$ cat config.mk
export PLATFORM = sky130hd
export DESIGN_NAME = wordle_input_conditioner
export DESIGN_NICKNAME = d
export VERILOG_FILES = /design/src/rtl/wordle_pkg.sv /design/src/rtl/wordle_debounce.sv /design/src/rtl/wordle_input_conditioner.sv
export SDC_FILE = /design/constraint.sdc
export NUM_CORES = 1
export LEC_CHECK = 0
export ABC_AREA = 1
export CORE_UTILIZATION = 47
export DETAILED_ROUTE_END_ITERATION = 16
export DONT_BUFFER_PORTS = 1
export PLACE_DENSITY_LB_ADDON = 0.2
export SYNTH_ARGS = -nofsm -noshare
export SYNTH_HDL_FRONTEND = slang
export SYNTH_HIERARCHICAL = 1
export SYNTH_SLANG_ARGS = --single-unit
$ cat constraint.sdc
create_clock -name clk -period 4.95 [get_ports clk]
set_input_delay 0.2475 -clock clk [delete_from_list [all_inputs] [get_ports clk]]
set_output_delay 0.2475 -clock clk [all_outputs]
set_load 0.1 [all_outputs]
$ cat src/rtl/wordle_pkg.sv
// Shared types, constants and the switch-pattern decoder for the wordle front end.
package wordle_pkg;

  typedef logic [4:0] letter_t;

  localparam logic [2:0] GRP_AG = 3'b000;
  localparam logic [2:0] GRP_HN = 3'b001;
  localparam logic [2:0] GRP_OU = 3'b010;
  localparam logic [2:0] GRP_VZ = 3'b100;

  localparam letter_t LETTER_Z = 5'd25;

  typedef enum logic [1:0] {
    ST_IDLE,
    ST_COMMIT,
    ST_HELD
  } cond_state_t;

  typedef struct packed {
    logic    legal;
    letter_t code;
  } decode_t;

  // Slot is the one-hot position in [9:3] counted from bit 9; group picks a 7-letter base.
  function automatic decode_t decode_letter(input logic [9:0] sw);
    decode_t  d;
    letter_t  base;
    logic [2:0] slot;
    int       ones;
    logic     grp_ok;
    ones   = 0;
    slot   = '0;
    base   = '0;
    grp_ok = 1'b1;
    for (int i = 0; i < 7; i++) begin
      if (sw[9-i]) begin
        ones++;
        slot = 3'(i);
      end
    end
    case (sw[2:0])
      GRP_AG:  base = 5'd0;
      GRP_HN:  base = 5'd7;
      GRP_OU:  base = 5'd14;
      GRP_VZ:  base = 5'd21;
      default: grp_ok = 1'b0;
    endcase
    d.code  = base + {2'b00, slot};
    d.legal = grp_ok && (ones == 1) && ((sw[2:0] != GRP_VZ) || (slot <= 3'd4))
              && (d.code <= LETTER_Z);
    return d;
  endfunction

endpackage

$ cat src/rtl/wordle_debounce.sv
// Two-flop synchroniser and stability counter for the active-low enter key.
module wordle_debounce #(
  parameter int DEBOUNCE_CYCLES = 500000
) (
  input  logic clk,
  input  logic rst_n,
  input  logic key,
  output logic level,
  output logic fall,
  output logic rise,
  output logic pending
);

  localparam int CNT_W = $clog2(DEBOUNCE_CYCLES + 1);
  localparam logic [CNT_W-1:0] CNT_LAST = CNT_W'(DEBOUNCE_CYCLES - 1);

  logic             key_meta;
  logic             key_sync;
  logic [CNT_W-1:0] count;
  logic             flip;

  // The event pulses fire in the cycle whose sample completes the stable run,
  // so the level register and the consumer see the change on the same edge.
  assign pending = (key_sync != level);
  assign flip    = pending && (count == CNT_LAST);
  assign fall    = flip && level;
  assign rise    = flip && !level;

  always_ff @(posedge clk or negedge rst_n) begin
    if (!rst_n) begin
      key_meta <= 1'b1;
      key_sync <= 1'b1;
      level    <= 1'b1;
      count    <= '0;
    end else begin
      key_meta <= key;
      key_sync <= key_meta;
      if (!pending) begin
        count <= '0;
      end else if (count == CNT_LAST) begin
        level <= key_sync;
        count <= '0;
      end else begin
        count <= count + 1'b1;
      end
    end
  end

endmodule

$ cat src/rtl/wordle_input_conditioner.sv
// Debounced, validated one-cycle letter commit for the wordle game FSM.
// Optional macro WORDLE_SW_STABLE_EN rejects presses whose switches move during debounce.
module wordle_input_conditioner
  import wordle_pkg::*;
#(
  parameter int DEBOUNCE_CYCLES = 500000
) (
  input  logic       clk,
  input  logic       rst_n,
  input  logic [9:0] switch_input,
  input  logic       enter,
  output logic       letter_valid,
  output logic [4:0] letter_code,
  output logic [9:0] letter_word,
  output logic       invalid_pulse
);

  logic [9:0]  sw_meta;
  logic [9:0]  sw_sync;
  logic        level;
  logic        fall;
  logic        rise;
  logic        pending;
  logic        sw_moved;
  logic        unused_bits;
  decode_t     dec;
  cond_state_t state;

  wordle_debounce #(
    .DEBOUNCE_CYCLES(DEBOUNCE_CYCLES)
  ) u_debounce (
    .clk    (clk),
    .rst_n  (rst_n),
    .key    (enter),
    .level  (level),
    .fall   (fall),
    .rise   (rise),
    .pending(pending)
  );

  always_ff @(posedge clk or negedge rst_n) begin
    if (!rst_n) begin
      sw_meta <= '0;
      sw_sync <= '0;
    end else begin
      sw_meta <= switch_input;
      sw_sync <= sw_meta;
    end
  end

  assign dec = decode_letter(sw_sync);

`ifdef WORDLE_SW_STABLE_EN
  logic [9:0] sw_snap;
  logic       sw_dirty;

  // Snapshot follows the switches while the key is settled; once a press is
  // pending any difference latches dirty until the press is resolved.
  always_ff @(posedge clk or negedge rst_n) begin
    if (!rst_n) begin
      sw_snap  <= '0;
      sw_dirty <= 1'b0;
    end else if (!pending && (state != ST_COMMIT)) begin
      sw_snap  <= sw_sync;
      sw_dirty <= 1'b0;
    end else if (sw_sync != sw_snap) begin
      sw_dirty <= 1'b1;
    end
  end

  assign sw_moved    = sw_dirty || (sw_sync != sw_snap);
  assign unused_bits = level;
`else
  assign sw_moved    = 1'b0;
  assign unused_bits = level ^ pending;
`endif

  // Reset lands in HELD so a key held through reset must be released first.
  always_ff @(posedge clk or negedge rst_n) begin
    if (!rst_n) begin
      state         <= ST_HELD;
      letter_valid  <= 1'b0;
      invalid_pulse <= 1'b0;
      letter_code   <= '0;
      letter_word   <= '0;
    end else begin
      letter_valid  <= 1'b0;
      invalid_pulse <= 1'b0;
      case (state)
        ST_IDLE: begin
          if (fall) state <= ST_COMMIT;
        end
        ST_COMMIT: begin
          letter_word <= sw_sync;
          if (dec.legal && !sw_moved) begin
            letter_valid <= 1'b1;
            letter_code  <= dec.code;
          end else begin
            invalid_pulse <= 1'b1;
          end
          state <= ST_HELD;
        end
        ST_HELD: begin
          if (rise) state <= ST_IDLE;
        end
        default: state <= ST_HELD;
      endcase
    end
  end

endmodule

After elaboration in Yosys (flattened, before gate mapping)
Cells that the tools add are included.
{ "totals": {"ff_bits": 61, "latch_bits": 0, "mem_bits_rw": 0, "romBits": 0, "word_cells": 70, "n_memories": 0} }
{ "op_classes": {"n_addsub": 8, "multipliers": 0, "div": 0, "n_lt_le_gt_ge": 2, "n_eq_ne": 11, "n_shift": 0, "n_mux": 24, "bitwise_logic": 0, "n_reduce_logical": 14} }
{ "op_table": {"columns": ["op", "n"], "rows": [
  ["adder 32 x 2 -> 32 bit (second input constant)", 6],
  ["2-to-1 mux 32 bit", 6],
  ["2-to-1 mux 19 bit", 2],
  ["== test 32 x 2 -> 1 bit (second input constant)", 1],
  ["adder 19 x 1 -> 19 bit (second input constant)", 1],
  ["== test 19 bit (second input constant)", 1],
  ["2-to-1 mux 3 bit", 5],
  ["case mux 5 bit (3 select lines)", 1],
  ["2-to-1 mux 1 bit", 7],
  ["logical AND 1 bit", 6],
  ["AND reduction 2 bit", 3],
  ["adder 5 x 3 -> 5 bit", 1],
  ["<= comparator 5 bit (second input constant)", 1],
  ["2-to-1 mux 2 bit", 2],
  ["inequality test 2 bit (second input constant)", 2],
  ["case mux 2 bit (2 select lines)", 1],
  ["OR reduction 4 bit", 1],
  ["== test 3 x 1 -> 1 bit (second input constant)", 1],
  ["== test 3 x 2 -> 1 bit (second input constant)", 1],
  ["== test 3 bit (second input constant)", 1],
  ["<= comparator 3 bit (second input constant)", 1],
  ["zero test 3 bit", 1],
  ["inequality test 3 bit (second input constant)", 1],
  ["== test 2 x 1 -> 1 bit (second input constant)", 1],
  ["other kinds (5)", 5]
]} }

Logic depth before layout (Yosys ltp)
{ "depth": {"word_depth": 19, "ltp_mapped": 27} }

Cells and area by module
Netlist, hierarchy kept.
{ "by_module_without_submodules": {"columns": ["module", "n_inst", "cells_each", "area_each_um2", "seq_area_each_um2"], "rows": [
  ["wordle_input_conditioner", 1, 200, 1860.5, 977.2],
  ["wordle_debounce", 1, 176, 1265.0, 554.3]
]} }

Worst setup path after synthesis
OpenSTA, ideal clock, no wires.
{ "synth_timing": {"kind": "reg-to-reg", "startpoint": "register sw_sync[8]", "endpoint": "register letter_code[0]", "setup_time_ps": 122, "t_arrival_ps": 3597, "required_ps": 4828, "path_slack_ps": 1231, "path_stages_with_launch": 28, "n_path_buf": 0, "cell_sequence": "dfrtp_1 > inv_1 > ha_1 > inv_1 > nand2_1 > nand2_1 > inv_1 > ha_1 > nand2_1 > nand2_1 > ha_1 > nand2_1 > inv_1 > a21oi_2 > inv_1 > ha_1 > or2_2 > nand2_1 > inv_1 > ha_1 > nand2_1 > xnor2_1 > nand3_1 > nand3_2 > a21oi_4 > nand3_4 > nand2_1 > nand2_1"} }
{ "synth_via": {"elab_chain_len": 16} }
{ "synth_lines": {"columns": ["element", "line_no", "text"], "rows": [
  ["start: declaration", "wordle_input_conditioner.sv:19", "logic [9:0] sw_sync;"],
  ["start signal: assignment", "wordle_input_conditioner.sv:47", "sw_sync <= sw_meta;"],
  ["2-to-1 mux 32 bit", "wordle_pkg.sv:36", "if (sw[9-i]) begin"],
  ["adder 32 x 2 -> 32 bit", "wordle_pkg.sv:37", "ones++;"],
  ["2-to-1 mux 32 bit", "wordle_pkg.sv:36", null],
  ["adder 32 x 2 -> 32 bit", "wordle_pkg.sv:37", null],
  ["2-to-1 mux 32 bit", "wordle_pkg.sv:36", null],
  ["adder 32 x 2 -> 32 bit", "wordle_pkg.sv:37", null],
  ["2-to-1 mux 32 bit", "wordle_pkg.sv:36", null],
  ["adder 32 x 2 -> 32 bit", "wordle_pkg.sv:37", null],
  ["2-to-1 mux 32 bit", "wordle_pkg.sv:36", null],
  ["adder 32 x 2 -> 32 bit", "wordle_pkg.sv:37", null],
  ["2-to-1 mux 32 bit", "wordle_pkg.sv:36", null],
  ["== test 32 x 2 -> 1 bit", "wordle_pkg.sv:49", "d.legal = grp_ok && (ones == 1) && ((sw[2:0] != GRP_VZ) || (slot <= 3'd4))"],
  ["logical AND 1 bit (2 in a row)", "wordle_pkg.sv:49", null],
  ["logical AND 1 bit", "wordle_pkg.sv:50", "&& (d.code <= LETTER_Z);"],
  ["AND reduction 2 bit (no line)", null, null],
  ["end signal: assignment", "wordle_input_conditioner.sv:97", "letter_code <= dec.code;"],
  ["end: declaration", "wordle_input_conditioner.sv:13", "output logic [4:0] letter_code,"]
]} }
Parallel ways exist; a longest one is shown, timed or not.
A chain may end at the register's enable or synchronous reset.

Final worst setup path
{ "layout_timing": {"startpoint": "register sw_sync[8]", "endpoint": "register letter_code[4]"} }
The elaborated chain is that of the path after synthesis.

==> summary.md <==
| Metric | Value |
|---|---|
| Outcome | `complete, no violations` |
| CP startpoint kind | `register` |
| Met2 Wirelength | `3.01 mm` |
| Slew Limit Headroom | `0.393` |
| Total number of vias | `2446` |
| CTS H-tree depth | `3` |
| Mean area per synthesized cell | `8.31 um2` |
| Number of global-route vias before repair | `2525` |
| Filler instances | `594` |
| Avg WL per Cell | `12.8 um` |
| Final Skew | `0.00720 ns` |
| Number of iterations in the first detailed-routing pass | `5` |
| Ys Warns | `6` |
| Period utilisation layout | `0.805` |
| Post-synth top area cell | `dfrtp_1` |
| CP max stage cell | `dfrtp_1` |
| Port bufs | `0` |
| Num Clock Sinks | `61` |
| Nets | `422` |
| Die height | `83.5 um` |
| Die Span X | `83.5 um` |
| Worst path max stage delay | `0.35 ns` |
| Cells after Synth | `376` |
| First-pass GRT wire length | `11.2 mm` |
| Crit. Startpoint | `sw_sync[8]` |
| Ports | `30` |
| GP Congestion | `0.953` |
| Power Density | `331 nW/um2` |
| Total track usage | `0.204` |
| Setup TNS | `0 ns` |
| Final Max Slew Viols | `0` |
| DRT iter0 DRCs | `79` |
| Hold Vio Cnt, Final | `0` |
| RSZ-0062 raised after global routing | `no` |
| Row count | `29` |
| Remaining routing DRC violations | `0` |
| Largest net degree at the start of global routing | `62` |
| Crit path DAT | `4.22 ns` |
| Synth top area cells | `dfrtp_1, nand2_1, inv_1` |
| Finished Layout Cells | `480` |
| Worst-Margin Slew | `0.910 ns` |
| Antenna viol nets, final | `0` |
| Antenna violations before repair | `0` |
| Peak Freq | `251 MHz` |
| Diodes inserted | `0` |
| Syn_nets | `400` |
| Met3 wire length | `192 um` |
| Insertion delay to the later sink of the worst-skew pair | `0.35 ns` |
| Hold path start | `sw_meta[7]` |
| Critical path peak fanout | `7` |
| Die footprint | `6980 um2` |
| Synth top area share | `0.456` |
| Share of cells above drive strength 1 | `0.129` |
| Leak pwr | `1.75 nW` |
| CTS clk-pin slew, worst paths | `0.07 ns` |
| Post-DP HPWL | `4.38 mm` |
| Total CTS buffers | `9` |
| RR Startpoint | `sw_sync[8]` |
| Clk buf depth | `2` |
| CP required | `5.19 ns` |
| Synth unique cells | `35` |
| Top layer in use | `met4` |
| Drt total wl | `6.15 mm` |
| Number of synthesized register bits | `61` |
| Max cap viols | `0` |
| # placed instances | `451` |
| Post-Syn Area | `3130 um2` |
| CTS root buf | `clkbuf_8` |
| Postcts setup bufs | `0` |
| CTS tree | `built` |
| P&R area growth vs syn | `15.7%` |
| Post-CTS resize count | `0` |
| Met1 wire length | `2.79 mm` |
| Tmin final | `3.99 ns` |
| Core area | `6390 um2` |
| Worst hold path class | `reg2reg` |
| Vias per inst | `5.10` |
| CP Capture Type | `register` |
| Final setup viols | `0` |
| Starting Density | `0.489` |
| Kind of critical path | `reg2reg` |
| Area of the multi-input gates | `1380 um2` |
| Worst path most repeated cell | `nand2_1` |
| Gr ovfl total | `0` |
| Sequential-to-total area share from yosys stat | `0.490` |
| Max IR drop VDD | `0.000166 V` |
| Sequential standard cell area | `1530 um2` |
==> routing by layer <==
metal	track usage	vias to the layer above
li1	-	1229
met2	0.346	46
met4	0.117	0
met5	0	-
met1	0.242	1159
met3	0.0366	12
==> per-stage QoR <==
step / util / power (mW) / hold WS [ns] / setup slack [ns] / area (um2)
after floorplan: - / 0.608 / -0.0481 / 1.23 / 3130
after global placement: 0.504 / 0.622 / -0.0466 / 1.09 / 3220
after detailed placement: 0.504 / 0.627 / -0.0466 / 0.945 / 3220
after CTS: 0.566 / 1.21 / 0.352 / 0.939 / 3610
after global routing: 0.566 / 1.25 / 0.358 / 0.593 / 3610
final: 0.566 / 1.20 / 0.348 / 0.965 / 3610
==> registers in the layout (all words and copies together), names as in the netlist <==
name / flops
invalid_pulse: 1
u_debounce/key_meta: 1
letter_word: 10
letter_valid: 1
u_debounce/key_sync: 1
sw_meta: 10
letter_code: 5
sw_sync: 10
u_debounce/level: 1
u_debounce/count: 19
state: 2
==> kinds of logic (layout without fill, tap and decap cells) <==
group / count (synthesis) / count (layout) / share of synthesized area
buffers and inverters: 58 / 85 / 0.0701
adder cells (fa/ha/maj): 11 / 11 / 0.0464
AO/OA/AOI/OAI: 31 / 31 / 0.0625
flip-flops: 61 / 61 / 0.490
XOR/XNOR: 10 / 10 / 0.0280
AND/OR/NAND/NOR: 205 / 205 / 0.303
==> placed cells by master (no fill, tap or decap), types with 2 or more instances in the layout <==
cell and n:
nand4_1 10, inv_1 54, nor2_1 53, o21ai_0 17
nand2_2 12, o21ai_1 3, xnor2_1 4, nor3_1 4
dfstp_2 4, clkbuf_8 11, a21oi_1 4, nor3b_1 2
nand2_1 81, dfrtp_1 57, nand3_1 27, dlygate4sd3_1 12
ha_1 10, nand3_2 4, xor2_1 6, bufinv_16 3
nor2_2 6
==> power breakdown <==
group / total, mW / internal [mW] / switching, mW
registers: 0.518 / 0.510 / 0.00791
logic: 0.118 / 0.0447 / 0.0730
clock network: 0.559 / 0.361 / 0.198
==> Yosys cell counts (all sizes together) <==
master  instances
a21boi          1
a21oi           6
and2            1
buf             1
clkbuf          2
dfrtp          57
dfstp           4
fa              1
ha             10
inv            55
nand2          93
nand3          32
nand3b          1
nand4          10
nor2           60
nor3            5
nor3b           2
o21ai          21
o21bai          2
o31ai           1
or2             1
xnor2           4
xor2            6
==> timing repair <==
| item | in CTS | in global routing |
|---|---|---|
| hold buffers | 13 | 0 |
| endpoints found under the setup margin | 0 | 0 |
| endpoints found under the hold margin | 72 | 0 |
==> path summary, 6_finish.rpt <==
| path | slack, ns | to | cells past startpoint |
|---|---|---|---|
| max | 0.96 | letter_code[4] | 26 |
| min | 0.35 | sw_sync[7] | 0 |
| max reg2reg | 0.96 | letter_code[4] | 26 |
| min reg2reg | 0.35 | sw_sync[7] | 0 |
| max in group asynchronous | 4.23 | u_debounce/key_sync | 2 |
| min in group asynchronous | 0.41 | letter_word[7] | 2 |
==> layout make-up <==
type	count	area share
inverters	55	0.0571
multi-input cells	257	0.380
clock inverters	4	0.0263
clock buffers	12	0.0429
well taps	77	0.0267
flip-flops and latches	61	0.424
repair buffers	14	0.0429
==> critical path, delay by kind of cell (launching register included) <==
| kind | cells | cell delay (ns) |
|---|---|---|
| flip-flops | 1 | 0.35 |
| XOR/XNOR | 1 | 0.13 |
| AO/OA/AOI/OAI | 2 | 0.43 |
| AND/OR/NAND/NOR | 11 | 1.13 |
| adder cells (fa/ha/maj) | 5 | 1.35 |
| buffers and inverters | 7 | 0.48 |
(Power assumes the default switching activity.)
